**config.mk**
```make
export PLATFORM = sky130hd
export DESIGN_NAME = mem_lsu_flat
export DESIGN_NICKNAME = d
export VERILOG_FILES = /design/src/rtl/mem_lsu_pkg.sv /design/src/rtl/mem_lsu_if.sv /design/src/rtl/mem_lane_ext.sv /design/src/rtl/mem_lsu.sv /design/src/flat_wrapper.sv
export SDC_FILE = /design/constraint.sdc
export NUM_CORES = 1
export LEC_CHECK = 0
export CAP_MARGIN = 30
export CORE_AREA = 2 2 128 193
export DETAILED_ROUTE_END_ITERATION = 6
export DIE_AREA = 0 0 130 195
export PLACE_DENSITY_LB_ADDON = 0.2
export RECOVER_POWER = 100
export SLEW_MARGIN = 20
export SYNTH_ARGS = -nofsm -noshare
export SYNTH_HDL_FRONTEND = slang
export SYNTH_SLANG_ARGS = --single-unit
export TNS_END_PERCENT = 5
```
**constraint.sdc**
```tcl
create_clock -name clk -period 8.34 [get_ports clk]
set_clock_uncertainty 0.2 [all_clocks]
set_input_delay 2.085 -clock clk [delete_from_list [all_inputs] [get_ports clk]]
set_output_delay 2.085 -clock clk [all_outputs]
set_load 0.01 [all_outputs]
```
**src/rtl/mem_lsu_pkg.sv**
```systemverilog
// Shared definitions for the MEM stage: load/store opcodes, FSM states,
// pipeline constants and small lane/alignment decoders.
package mem_lsu_pkg;

    localparam logic [7:0] EXE_LB_OP  = 8'b1110_0000;
    localparam logic [7:0] EXE_LH_OP  = 8'b1110_0001;
    localparam logic [7:0] EXE_LW_OP  = 8'b1110_0011;
    localparam logic [7:0] EXE_LBU_OP = 8'b1110_0100;
    localparam logic [7:0] EXE_LHU_OP = 8'b1110_0101;
    localparam logic [7:0] EXE_SB_OP  = 8'b1110_1000;
    localparam logic [7:0] EXE_SH_OP  = 8'b1110_1001;
    localparam logic [7:0] EXE_SW_OP  = 8'b1110_1011;

    localparam logic [31:0] ZeroWord   = 32'h0000_0000;
    localparam logic [4:0]  NOPRegAddr = 5'b00000;

    typedef enum logic [1:0] {
        ST_IDLE = 2'b00,
        ST_WAIT = 2'b01,
        ST_DONE = 2'b10
    } lsu_state_t;

    function automatic logic is_mem_op(input logic [7:0] op);
        return op inside {EXE_LB_OP, EXE_LBU_OP, EXE_LH_OP, EXE_LHU_OP,
                          EXE_LW_OP, EXE_SB_OP, EXE_SH_OP, EXE_SW_OP};
    endfunction

    function automatic logic is_store_op(input logic [7:0] op);
        return op inside {EXE_SB_OP, EXE_SH_OP, EXE_SW_OP};
    endfunction

    function automatic logic is_misaligned(input logic [7:0] op, input logic [1:0] a);
        case (op)
            EXE_LH_OP, EXE_LHU_OP, EXE_SH_OP: return a[0];
            EXE_LW_OP, EXE_SW_OP:             return a != 2'b00;
            default:                          return 1'b0;
        endcase
    endfunction

    // Big-endian: byte offset 0 lives in bits [31:24], hence lane 3 of bus_sel.
    function automatic logic [3:0] lane_sel(input logic [7:0] op, input logic [1:0] a);
        case (op)
            EXE_LB_OP, EXE_LBU_OP, EXE_SB_OP: return 4'b1000 >> a;
            EXE_LH_OP, EXE_LHU_OP, EXE_SH_OP: return a[1] ? 4'b0011 : 4'b1100;
            default:                          return 4'b1111;
        endcase
    endfunction

    function automatic logic [31:0] store_data(input logic [7:0] op, input logic [31:0] d);
        case (op)
            EXE_SB_OP: return {4{d[7:0]}};
            EXE_SH_OP: return {2{d[15:0]}};
            default:   return d;
        endcase
    endfunction

endpackage

```
**src/rtl/mem_lsu_if.sv**
```systemverilog
// Data-bus handshake between the MEM stage (master) and the memory system (slave).
interface mem_lsu_if;
    logic        bus_ce;
    logic        bus_we;
    logic [31:0] bus_addr;
    logic [3:0]  bus_sel;
    logic [31:0] bus_wdata;
    logic [31:0] bus_rdata;
    logic        bus_ack;

    modport master (
        output bus_ce, bus_we, bus_addr, bus_sel, bus_wdata,
        input  bus_rdata, bus_ack
    );

    modport slave (
        input  bus_ce, bus_we, bus_addr, bus_sel, bus_wdata,
        output bus_rdata, bus_ack
    );
endinterface

```
**src/rtl/mem_lane_ext.sv**
```systemverilog
// Picks the addressed byte/half out of a big-endian load word and sign- or
// zero-extends it according to the load opcode.
module mem_lane_ext
    import mem_lsu_pkg::*;
(
    input  logic [7:0]  aluop,
    input  logic [1:0]  addr,
    input  logic [31:0] word,
    output logic [31:0] ext
);

    logic [7:0]  lanes [4];
    logic [7:0]  byte_v;
    logic [15:0] half_v;

    genvar gi;
    generate
        for (gi = 0; gi < 4; gi++) begin : g_lane
            assign lanes[gi] = word[31 - 8*gi -: 8];
        end
    endgenerate

    assign byte_v = lanes[addr];
    assign half_v = addr[1] ? word[15:0] : word[31:16];

    always_comb begin
        ext = word;
        case (aluop)
            EXE_LB_OP:  ext = {{24{byte_v[7]}}, byte_v};
            EXE_LBU_OP: ext = {24'h0, byte_v};
            EXE_LH_OP:  ext = {{16{half_v[15]}}, half_v};
            EXE_LHU_OP: ext = {16'h0, half_v};
            default:    ext = word;
        endcase
    end

endmodule

```
**src/rtl/mem_lsu.sv**
```systemverilog
// MIPS MEM stage: passes ALU/HI/LO results through and runs load/store
// transactions on the data bus, stalling the pipeline until they finish.
module mem_lsu
    import mem_lsu_pkg::*;
#(
    parameter int TIMEOUT = 255
) (
    input  logic        clk,
    input  logic        rst,
    input  logic [4:0]  wd_i,
    input  logic        wreg_i,
    input  logic [31:0] wdata_i,
    input  logic [31:0] hi_i,
    input  logic [31:0] lo_i,
    input  logic        whilo_i,
    input  logic [7:0]  aluop_i,
    input  logic [31:0] mem_addr_i,
    input  logic [31:0] reg2_i,
    output logic [4:0]  wd_o,
    output logic        wreg_o,
    output logic [31:0] wdata_o,
    output logic [31:0] hi_o,
    output logic [31:0] lo_o,
    output logic        whilo_o,
    output logic        stallreq,
    output logic        exc_align,
    output logic        exc_bus,
    mem_lsu_if.master   bus
);

    localparam logic [7:0] TIMEOUT_CNT = TIMEOUT[7:0];

    lsu_state_t  state_reg;
    logic [7:0]  cnt_reg;
    logic        err_reg;
    logic [31:0] load_buf_reg;
    logic        bus_ce_reg;
    logic        bus_we_reg;
    logic [31:0] bus_addr_reg;
    logic [3:0]  bus_sel_reg;
    logic [31:0] bus_wdata_reg;

    logic        mem_op;
    logic        misaligned;
    logic        mem_go;
    logic [31:0] load_ext;

    assign mem_op     = is_mem_op(aluop_i);
    assign misaligned = mem_op && is_misaligned(aluop_i, mem_addr_i[1:0]);
    assign mem_go     = mem_op && !misaligned;

    assign bus.bus_ce    = bus_ce_reg;
    assign bus.bus_we    = bus_we_reg;
    assign bus.bus_addr  = bus_addr_reg;
    assign bus.bus_sel   = bus_sel_reg;
    assign bus.bus_wdata = bus_wdata_reg;

    // EX/MEM is frozen while stalled, so aluop_i/addr still describe the load in DONE.
    mem_lane_ext u_lane_ext (
        .aluop (aluop_i),
        .addr  (mem_addr_i[1:0]),
        .word  (load_buf_reg),
        .ext   (load_ext)
    );

    always_ff @(posedge clk) begin
        if (rst) begin
            state_reg     <= ST_IDLE;
            cnt_reg       <= 8'h00;
            err_reg       <= 1'b0;
            load_buf_reg  <= ZeroWord;
            bus_ce_reg    <= 1'b0;
            bus_we_reg    <= 1'b0;
            bus_addr_reg  <= ZeroWord;
            bus_sel_reg   <= 4'b0000;
            bus_wdata_reg <= ZeroWord;
        end else begin
            case (state_reg)
                ST_IDLE: begin
                    if (mem_go) begin
                        bus_ce_reg    <= 1'b1;
                        bus_we_reg    <= is_store_op(aluop_i);
                        bus_addr_reg  <= {mem_addr_i[31:2], 2'b00};
                        bus_sel_reg   <= lane_sel(aluop_i, mem_addr_i[1:0]);
                        bus_wdata_reg <= is_store_op(aluop_i) ? store_data(aluop_i, reg2_i) : ZeroWord;
                        cnt_reg       <= 8'h00;
                        err_reg       <= 1'b0;
                        state_reg     <= ST_WAIT;
                    end
                end
                ST_WAIT: begin
                    // ack takes priority over an expiring timeout on the same edge
                    if (bus.bus_ack) begin
                        load_buf_reg <= bus.bus_rdata;
                        bus_ce_reg   <= 1'b0;
                        bus_we_reg   <= 1'b0;
                        state_reg    <= ST_DONE;
                    end else if (cnt_reg == TIMEOUT_CNT) begin
                        bus_ce_reg <= 1'b0;
                        bus_we_reg <= 1'b0;
                        err_reg    <= 1'b1;
                        state_reg  <= ST_DONE;
                    end else begin
                        cnt_reg <= cnt_reg + 8'h01;
                    end
                end
                ST_DONE: begin
                    err_reg   <= 1'b0;
                    state_reg <= ST_IDLE;
                end
                default: state_reg <= ST_IDLE;
            endcase
        end
    end

    always_comb begin
        wd_o      = wd_i;
        wreg_o    = wreg_i;
        wdata_o   = wdata_i;
        hi_o      = hi_i;
        lo_o      = lo_i;
        whilo_o   = whilo_i;
        stallreq  = 1'b0;
        exc_align = 1'b0;
        exc_bus   = 1'b0;
        if (rst) begin
            wd_o    = NOPRegAddr;
            wreg_o  = 1'b0;
            wdata_o = ZeroWord;
            hi_o    = ZeroWord;
            lo_o    = ZeroWord;
            whilo_o = 1'b0;
        end else begin
            case (state_reg)
                ST_IDLE: begin
                    if (misaligned) begin
                        exc_align = 1'b1;
                        wreg_o    = 1'b0;
                    end else if (mem_go) begin
                        stallreq = 1'b1;
                    end
                end
                ST_WAIT: stallreq = 1'b1;
                ST_DONE: begin
                    if (!is_store_op(aluop_i)) wdata_o = load_ext;
                    if (err_reg) begin
                        exc_bus = 1'b1;
                        wreg_o  = 1'b0;
                    end
                end
                default: ;
            endcase
        end
    end

endmodule

```
**src/flat_wrapper.sv**
```systemverilog
// flat-port wrapper written by rule: the top's interface ports become plain ports
module mem_lsu_flat import mem_lsu_pkg::*;
#(
    parameter int TIMEOUT = 255
)
  (clk, rst, wd_i, wreg_i, wdata_i, hi_i, lo_i, whilo_i, aluop_i, mem_addr_i, reg2_i, wd_o, wreg_o, wdata_o, hi_o, lo_o, whilo_o, stallreq, exc_align, exc_bus, bus_bus_ce, bus_bus_we, bus_bus_addr, bus_bus_sel, bus_bus_wdata, bus_bus_rdata, bus_bus_ack);
  mem_lsu_if bus_i ();
  input  logic clk;
  input  logic rst;
  input  logic [4:0] wd_i;
  input  logic wreg_i;
  input  logic [31:0] wdata_i;
  input  logic [31:0] hi_i;
  input  logic [31:0] lo_i;
  input  logic whilo_i;
  input  logic [7:0] aluop_i;
  input  logic [31:0] mem_addr_i;
  input  logic [31:0] reg2_i;
  output logic [4:0] wd_o;
  output logic wreg_o;
  output logic [31:0] wdata_o;
  output logic [31:0] hi_o;
  output logic [31:0] lo_o;
  output logic whilo_o;
  output logic stallreq;
  output logic exc_align;
  output logic exc_bus;
  output wire logic [$bits(bus_i.bus_ce)-1:0] bus_bus_ce;
  output wire logic [$bits(bus_i.bus_we)-1:0] bus_bus_we;
  output wire logic [$bits(bus_i.bus_addr)-1:0] bus_bus_addr;
  output wire logic [$bits(bus_i.bus_sel)-1:0] bus_bus_sel;
  output wire logic [$bits(bus_i.bus_wdata)-1:0] bus_bus_wdata;
  input wire logic [$bits(bus_i.bus_rdata)-1:0] bus_bus_rdata;
  input wire logic [$bits(bus_i.bus_ack)-1:0] bus_bus_ack;
  assign bus_bus_ce = bus_i.bus_ce;
  assign bus_bus_we = bus_i.bus_we;
  assign bus_bus_addr = bus_i.bus_addr;
  assign bus_bus_sel = bus_i.bus_sel;
  assign bus_bus_wdata = bus_i.bus_wdata;
  assign bus_i.bus_rdata = bus_bus_rdata;
  assign bus_i.bus_ack = bus_bus_ack;
  mem_lsu #(.TIMEOUT(TIMEOUT)) u_core (.clk(clk), .rst(rst), .wd_i(wd_i), .wreg_i(wreg_i), .wdata_i(wdata_i), .hi_i(hi_i), .lo_i(lo_i), .whilo_i(whilo_i), .aluop_i(aluop_i), .mem_addr_i(mem_addr_i), .reg2_i(reg2_i), .wd_o(wd_o), .wreg_o(wreg_o), .wdata_o(wdata_o), .hi_o(hi_o), .lo_o(lo_o), .whilo_o(whilo_o), .stallreq(stallreq), .exc_align(exc_align), .exc_bus(exc_bus), .bus(bus_i));
endmodule
```
# After elaboration in Yosys (flattened, before gate mapping)
# Index checks and enable logic that the tools add are counted.
# Widths: inputs -> output; s select.
# totals
register_bits	111
output_inout_bits	176
# op_classes
muxes	49
magnitude_cmp	1
reduce_logical	18
bitwise_logic	1
n_shift	1
addsub	1
eq_ne	16
# op_table
op	n
$mux 32	6
$pmux 32 s4	1
$eq 8x8->1 const B	9
$pmux 32 s2	1
$mux 8	5
$mux 1	20
$bmux 8 s2	1
$mux 16	1
$pmux 8 s2	1
$pmux 1 s2	5
$add 8x1->8 const B	1
$pmux 4 s2	1
$reduce_and 4->1	2
$reduce_bool 8->1	1
$mux 2	3
$reduce_and 2->1	3
$reduce_bool 3->1	2
$reduce_or 3->1	2
$mux 5	1
$mux 4	1
$ne 2x1->1 const B	2
$ne 2x2->1 const B	2
$pmux 2 s2	1
$reduce_bool 2->1	2
12 further kinds	13

# Logic depth before layout (Yosys ltp)
# Gate-level depths: netlist (run 1).
# logic_depth
word_depth	10
mapped_depth	8

# Cells and area by module
# Synthesis (run 1) repeated with hierarchy kept, for this count alone.
# hier_totals
hier_cells	815
hier_area_um2	6537.5
# modules_own_cells
mod	seq_area_each_um2	instances	cells_each	area_each_um2
mem_lsu	2222.1	1	726	5773.0
mem_lane_ext	0.0	1	89	764.5

# Least setup slack after synthesis (run 1)
# OpenSTA, ideal clock, no wires.
# synth_timing
path_type	input-to-output
start	input mem_addr_i[1]
end	output wdata_o[22]
path_slack_ps	2580
path_stages	7
t_arrival_ps	3475
n_path_buf	2
path_cell_list	buf_4 > mux4_2 > nand3_1 > o221ai_2 > buf_4 > o211ai_1 > a21oi_1
# synth_between
elab_chain_cells	8
# synth_rtl
element	line_no	source
from (decl)	flat_wrapper.sv:17	input logic [31:0] mem_addr_i;
$not 2->3 (not written as such)	mem_lane_ext.sv:23	assign byte_v = lanes[addr];
$bmux 8 s2	mem_lane_ext.sv:23	
$mux 8 (not written as such) (2 in series)	mem_lane_ext.sv:23	
$pmux 32 s4 *	mem_lane_ext.sv:28	case (aluop)
$mux 32 *	mem_lsu.sv:145	if (!is_store_op(aluop_i)) wdata_o = load_ext;
$mux 32 *	mem_lsu.sv:134	case (state_reg)
$mux 32 *	mem_lsu.sv:126	if (rst) begin
to (decl)	flat_wrapper.sv:21	output logic [31:0] wdata_o;
# Every way passes the cells marked *; elsewhere a longest branch is shown, timed or not. The select of a mux whose other input is x is not followed.

# Worst setup path after layout (run 1)
# layout_timing
start	input aluop_i[0]
end	output wdata_o[10]
# layout_between
elab_chain_cells	5
# layout_rtl
element	line_no	source
from (decl)	flat_wrapper.sv:16	input logic [7:0] aluop_i;
$eq 8x8->1, on equally long branches	mem_lane_ext.sv:28, mem_lsu_pkg.sv:29	
$pmux 32 s4 / $reduce_bool 3->1 (equally long branches)	mem_lane_ext.sv:28, mem_lsu_pkg.sv:29	
$mux 32 *	mem_lsu.sv:145	
$mux 32 *	mem_lsu.sv:134	
$mux 32 *	mem_lsu.sv:126	
# Every way passes the cells marked *; elsewhere a longest branch is shown, timed or not.

==> out/results.tsv, run 1 <==
metric	value	unit
status	complete, but fails checks	
failing checks	max-capacitance violations, max-slew violations	
met1 WL	11000	um
Post-synth ARST share	0	%
initial antenna violation count	2	
post-route DRC violation count	0	
Clock Latency Late Sink	0.36	ns
Core Area	23600	um2
root buf cell	clkbuf_16	
die area	25400	um2
Max Used Layer	met4	
Data arrival, critical path	5.36	ns
gr usage total	19.0	%
CTS Sinks	111	
fmax	131	MHz
drt wl/cell	17.6	um
Met3 Wirelength	1550	um
Worst EP required	6.06	ns
post-route clock period utilization	91.7	%
area of the multi-input gates	3320	um2
#FFs+latches synth	111	
initial drt markers	251	
hold crit path type	reg -> reg	
leakage power	0.00391	uW
WS Path Type	in -> out	
final wirelength	25000	um
CP max stage delay	0.74	ns
ANT nets after route	0	
worst vdd ir	0.0905	mV
initial core utilization	24.8	%
number of buffers and inverters on the critical path	3	
placed cell areas	9910	um2
Vias	6510	
Reg power frac	43.2	%
post-CTS setup buffers	0	
num rows	69	
sw power	318	uW
Clock transition at path regs	0.07	ns
Die X	130	um
post-layout net count	1309	
Worst setup SP type	input pin	
Detailed Place HPWL	19300	um
Netlist cell types	56	
Num CTS Buffers	9	
element type at the critical path end	primary output	
most common cell after layout, fill and taps aside	clkdlybuf4s50_1	
Hold WS	0.246	ns
CTS Hold Bufs	0	
Layout Cell Area excl Fill	10200	um2
sequential area share after synthesis	38.1	%
cell mode on critical path	dlygate4sd3_1	
Syn. warnings	0	
non-filler cells, final	1423	
area grow syn2layout	74.4	%
fraction of layout cells with a size suffix above 1	4.45	%
FILL cells	2382	
Overflow after GRT	0	
Final Hold Fails	0	
vias in the first global route	6442	
Max FO, Critical Path	20	
via/cell ratio	4.57	
Inst Count DP	1406	
largest net degree at the start of global routing	71	
endpoints failing setup	0	
Syn Inst Count	748	
P_int	922	uW
storage element area	2220	um2
fin crit period	7.65	ns
Max Transition Viols Final	120	
num ports	386	
CP top delay family	buffers and inverters	
Setup Total Neg Slack	0	ns
main flop type after synthesis	dfxtp_1	
H-tree lvl count	3	
relative slew slack	-55.6	%
PD cells	122	nW/um2
CP max-delay cell	dlygate4sd3_1	
RSZ-0062 raised after global routing	no	
placer congestion estimate	0.816	
switch share	25.7	%
clock share of power	36.8	%
Post-Syn Area	5830	um2
CP cell instances	dlygate4sd3_1 > nor2b_1 > nor2_2 > a21boi_2 > clkbuf_1 > o21ai_0 > a211oi_1 > dlygate4sd3_1	
Buffers on Ports	383	
actual slew at the worst max-slew pin	2.33	ns
post_cts resized	0	
CTS tree	built	
Die Span Y	195	um
first-pass GRT wire length	37200	um
Gate power share	20.0	%
max capacitance violation total	3	
Clock Path Buffers	2	
most frequent cells in the layout	212 x clkdlybuf4s50_1, 170 x dlygate4sd3_1, 169 x nand2_1	
EDFF count, synth	0	
average size of a mapped cell	7.80	um2
1st-pass router iterations	4	
met2 wire length	12000	um
==> logic make-up after synthesis <==
kind of cell	synth area share (%)
flip-flops	38.1
buffers and inverters	5.25
AO/OA/AOI/OAI	24.8
other	0.0643
XOR/XNOR	1.05
AND/OR/NAND/NOR	25.5
multiplexers	5.08
adder cells (fa/ha/maj)	0.214
==> per-stage QoR <==
stage / power [uW] / utilization [%] / setup WS (ns)
after global routing: 1290 / 43.2 / 0.467
final: 1240 / 43.2 / 0.692
after detailed placement: 809 / 42.0 / 1.14
after CTS: 1270 / 43.3 / 1.12
after floorplan: 634 / - / 2.58
after global placement: 810 / 42.0 / 1.19
==> area by class of cell <==
type	instances	area share, %
Clock inverter	6	0.750
Clock buffer	9	2.21
Tap cell	319	3.92
Timing Repair Buffer	396	38.4
Inverter	6	0.221
Multi-Input combinational cell	574	32.6
Sequential cell	111	21.8
Antenna cell	2	0.0492
==> worst paths after layout <==
| path | startpoint | to | slack [ns] | depth (start not counted) |
|---|---|---|---|---|
| max | aluop_i[0] | wdata_o[10] | 0.69 | 8 |
| max reg2reg | u_core.state_reg[0] | u_core.bus.bus_wdata[25] | 5.09 | 5 |
| min reg2reg | u_core.bus.bus_addr[6] | u_core.bus.bus_addr[6] | 0.25 | 2 |
| min | u_core.bus.bus_addr[6] | u_core.bus.bus_addr[6] | 0.25 | 2 |
==> synthesized netlist by cell type (4+ instances only) <==
library cell,number,area (um2)
nand2_1,169,634
dfxtp_1,111,2220
a21oi_1,102,510
nor2b_1,79,494
clkbuf_1,28,105
nor2_1,26,97.6
o21ai_0,26,130
mux2i_1,24,240
a22o_1,18,158
o211ai_1,18,135
buf_2,17,85.1
o2bb2ai_1,14,123
a211oi_1,12,90.1
or2_2,10,62.6
nand3_1,7,35.0
inv_1,6,22.5
o21bai_1,6,45.0
a22oi_1,5,37.5
buf_1,5,18.8
xnor2_1,5,43.8
buf_4,4,30.0
buf_6,4,45.0
nor2_2,4,25.0
nor3_1,4,20.0
==> tightest hold or removal path, delay by kind of cell (launching register included) <==
kind            cells  cell delay, ns
simple gates        1            0.05
compound gates      1            0.05
flops               1            0.31
==> layer usage <==
metal | up-vias | GRT usage (%)
met3 | 27 | 3.59
met2 | 247 | 31.9
met5 | - | 0
li1 | 3284 | -
met1 | 2952 | 24.4
met4 | 0 | 6.33
==> power groups by stage <==
stage | combinational, uW | clock (uW) | sequential [uW]
CTS | 263 | 475 | 536
detailed placement | 261 | 0 | 549
global placement | 261 | 0 | 549
finish | 248 | 456 | 536
global route | 265 | 489 | 537
floorplan | 84.6 | 0 | 550
Power figures use the tool's default switching activity.
==> run 2, diff against run 1 <==
--- a/config.mk
+++ b/config.mk
@@ -10,7 +10,6 @@
 export DETAILED_ROUTE_END_ITERATION = 6
 export DIE_AREA = 0 0 130 195
 export PLACE_DENSITY_LB_ADDON = 0.2
-export RECOVER_POWER = 100
 export SLEW_MARGIN = 20
 export SYNTH_ARGS = -nofsm -noshare
 export SYNTH_HDL_FRONTEND = slang
==> run 2 against run 1 <==
Compared with the run above:
- the flow now finishes without violations
- total power rose by 1.2%
- maximum frequency rose by 5.6%
- routed wire length rose by 0.19%
- flip-flop and latch count did not move
- count of clock-buffer cells in the layout did not move
- clock power barely moved
- register-to-register slack improved by 1.1 ns
- via count rose by 0.26%
- sequential share of layout area fell by 0.091 points
- die area did not move
- sequential power barely moved
- combinational power rose by 5%
- critical path type unchanged
==> out/results.tsv, run 2 (same netlist as run 1, synthesis figures left out) <==
metric	value	unit	change
status	finished clean		
Clock Latency Late Sink	0.36	ns	about the same
post-route DRC violation count	0		unchanged
setup slack at placement	1.14	ns	unchanged
Worst setup SP type	input pin		
initial drt markers	284		+13%
Clock Path Buffers	2		unchanged
CTS Sinks	111		unchanged
vias in the first global route	6442		unchanged
WS Path Type	in -> out		
1st-pass router iterations	5		+1
die area	25400	um2	unchanged
hold crit path type	reg -> reg		
area grow syn2layout	75.1	%	
initial antenna violation count	2		unchanged
R2R depth	5		unchanged
element type at the critical path end	primary output		
Die X	130	um	unchanged
fmax	138	MHz	+5.6%
gr usage total	19.0	%	unchanged
Worst EP required	6.06	ns	about the same
Hold Path End	u_core.bus.bus_addr[6]		
root buf cell	clkbuf_16		
Max Transition Viols Final	0		-100%
non-filler cells, final	1423		unchanged
largest net degree at the start of global routing	71		unchanged
leakage power	0.00349	uW	-11%
max capacitance violation total	0		-3
post_cts resized	0		unchanged
HP Start	u_core.bus.bus_addr[6]		
final wirelength	25100	um	+0.19%
post-CTS setup buffers	0		unchanged
ANT nets after route	0		unchanged
Max FO, Critical Path	20		unchanged
fin crit period	7.24	ns	-0.406 ns
fraction of layout cells with a size suffix above 1	5.26	%	+0.82 points
Met3 Wirelength	1500	um	-3.7%
CTS Hold Bufs	0		unchanged
Detailed Place HPWL	19300	um	unchanged
Core Area	23600	um2	unchanged
H-tree lvl count	3		unchanged
CTS tree	built		
Inst Count DP	1406		unchanged
post-layout net count	1309		unchanged
met2 wire length	12100	um	+0.32%
Clock transition at path regs	0.07	ns	about the same
Overall Power	1250	uW	+1.2%
Buffers on Ports	383		unchanged
worst vdd ir	0.0936	mV	+3.4%
Max Used Layer	met4		
post-route clock period utilization	86.8	%	-4.9 points
Setup Total Neg Slack	0	ns	unchanged
Final Hold Fails	0		unchanged
most common cell after layout, fill and taps aside	clkdlybuf4s50_1		
r2r setup slk	6.17	ns	+1.08 ns
actual slew at the worst max-slew pin	0.807	ns	-1.53 ns
placer congestion estimate	0.816		unchanged
Num CTS Buffers	9		unchanged
via/cell ratio	4.59		+0.26%
RSZ-0062 raised after global routing	no		
Hold Path Stages	2		unchanged
fin worst setup slack	1.10	ns	+0.406 ns
Vias	6527		+0.26%
met1 WL	11100	um	+0.92%
num rows	69		unchanged
Reg2Reg Launch Point	u_core.state_reg[0]		
num ports	386		unchanged
initial core utilization	24.8	%	unchanged
Data arrival, critical path	4.96	ns	-0.40 ns
Die Span Y	195	um	unchanged
Crit Reg-Reg Endpoint	u_core.bus.bus_wdata[1]		
Overflow after GRT	0		unchanged
endpoints failing setup	0		unchanged
drt wl/cell	17.6	um	+0.19%
first-pass GRT wire length	37200	um	unchanged
relative slew slack	46.1	%	+100 points
PD cells	123	nW/um2	+0.76%
most frequent cells in the layout	382 x clkdlybuf4s50_1, 168 x nand2_1, 111 x dfxtp_1		
run 2: layer usage:
metal	GRT usage (%)	up-vias
li1	-	3287
met1	24.4	2967
met2	31.9	247
met3	3.59	26
met4	6.33	0
met5	0	-
run 2: cell type report:
type                       instances  area [um2]
multi-input combinational        574        3340
sequential                       111        2220
timing repair buffer             396        3930
inverter                           6        22.5
antenna                            2        5.00
clock buffer                       9         225
fill                            2378       13400
tap                              319         399
clock inverter                     6        76.3
run 2: worst max path at each step:
stage	slack, ns	depth (start not counted)	endpoint	start
final	1.10	8	wdata_o[8]	aluop_i[0]
after global routing	0.87	8	wdata_o[13]	aluop_i[0]
after CTS	1.12	8	wdata_o[13]	aluop_i[0]
after detailed placement	1.14	8	wdata_o[9]	aluop_i[0]
after global placement	1.19	8	wdata_o[8]	aluop_i[0]
after floorplan	2.58	7	wdata_o[22]	mem_addr_i[1]
run 2: metrics by stage:
| step | util, % | cell area (um2) | hold slack (ns) |
|---|---|---|---|
| floorplan | - | 5840 | 0.236 |
| CTS | 43.3 | 10200 | 0.253 |
| detailed placement | 42.0 | 9910 | 0.242 |
| finish | 43.3 | 10200 | 0.250 |
| global route | 43.3 | 10200 | 0.273 |
| global placement | 42.0 | 9910 | 0.237 |
run 2: critical path, cell delays in order:
cell and delay, ns:
clkdlybuf4s50_1 0.67, nor2b_1 0.39, nor2_2 0.14, a21boi_2 0.35, buf_4 0.30, o21ai_0 0.10, a211oi_1 0.31, clkdlybuf4s50_1 0.60
run 2: power by group:
| group | switching (uW) | internal (uW) |
|---|---|---|
| Sequential | 2.75 | 534 |
| Combinational | 98.7 | 162 |
| Clock | 220 | 238 |
| Total | 321 | 934 |
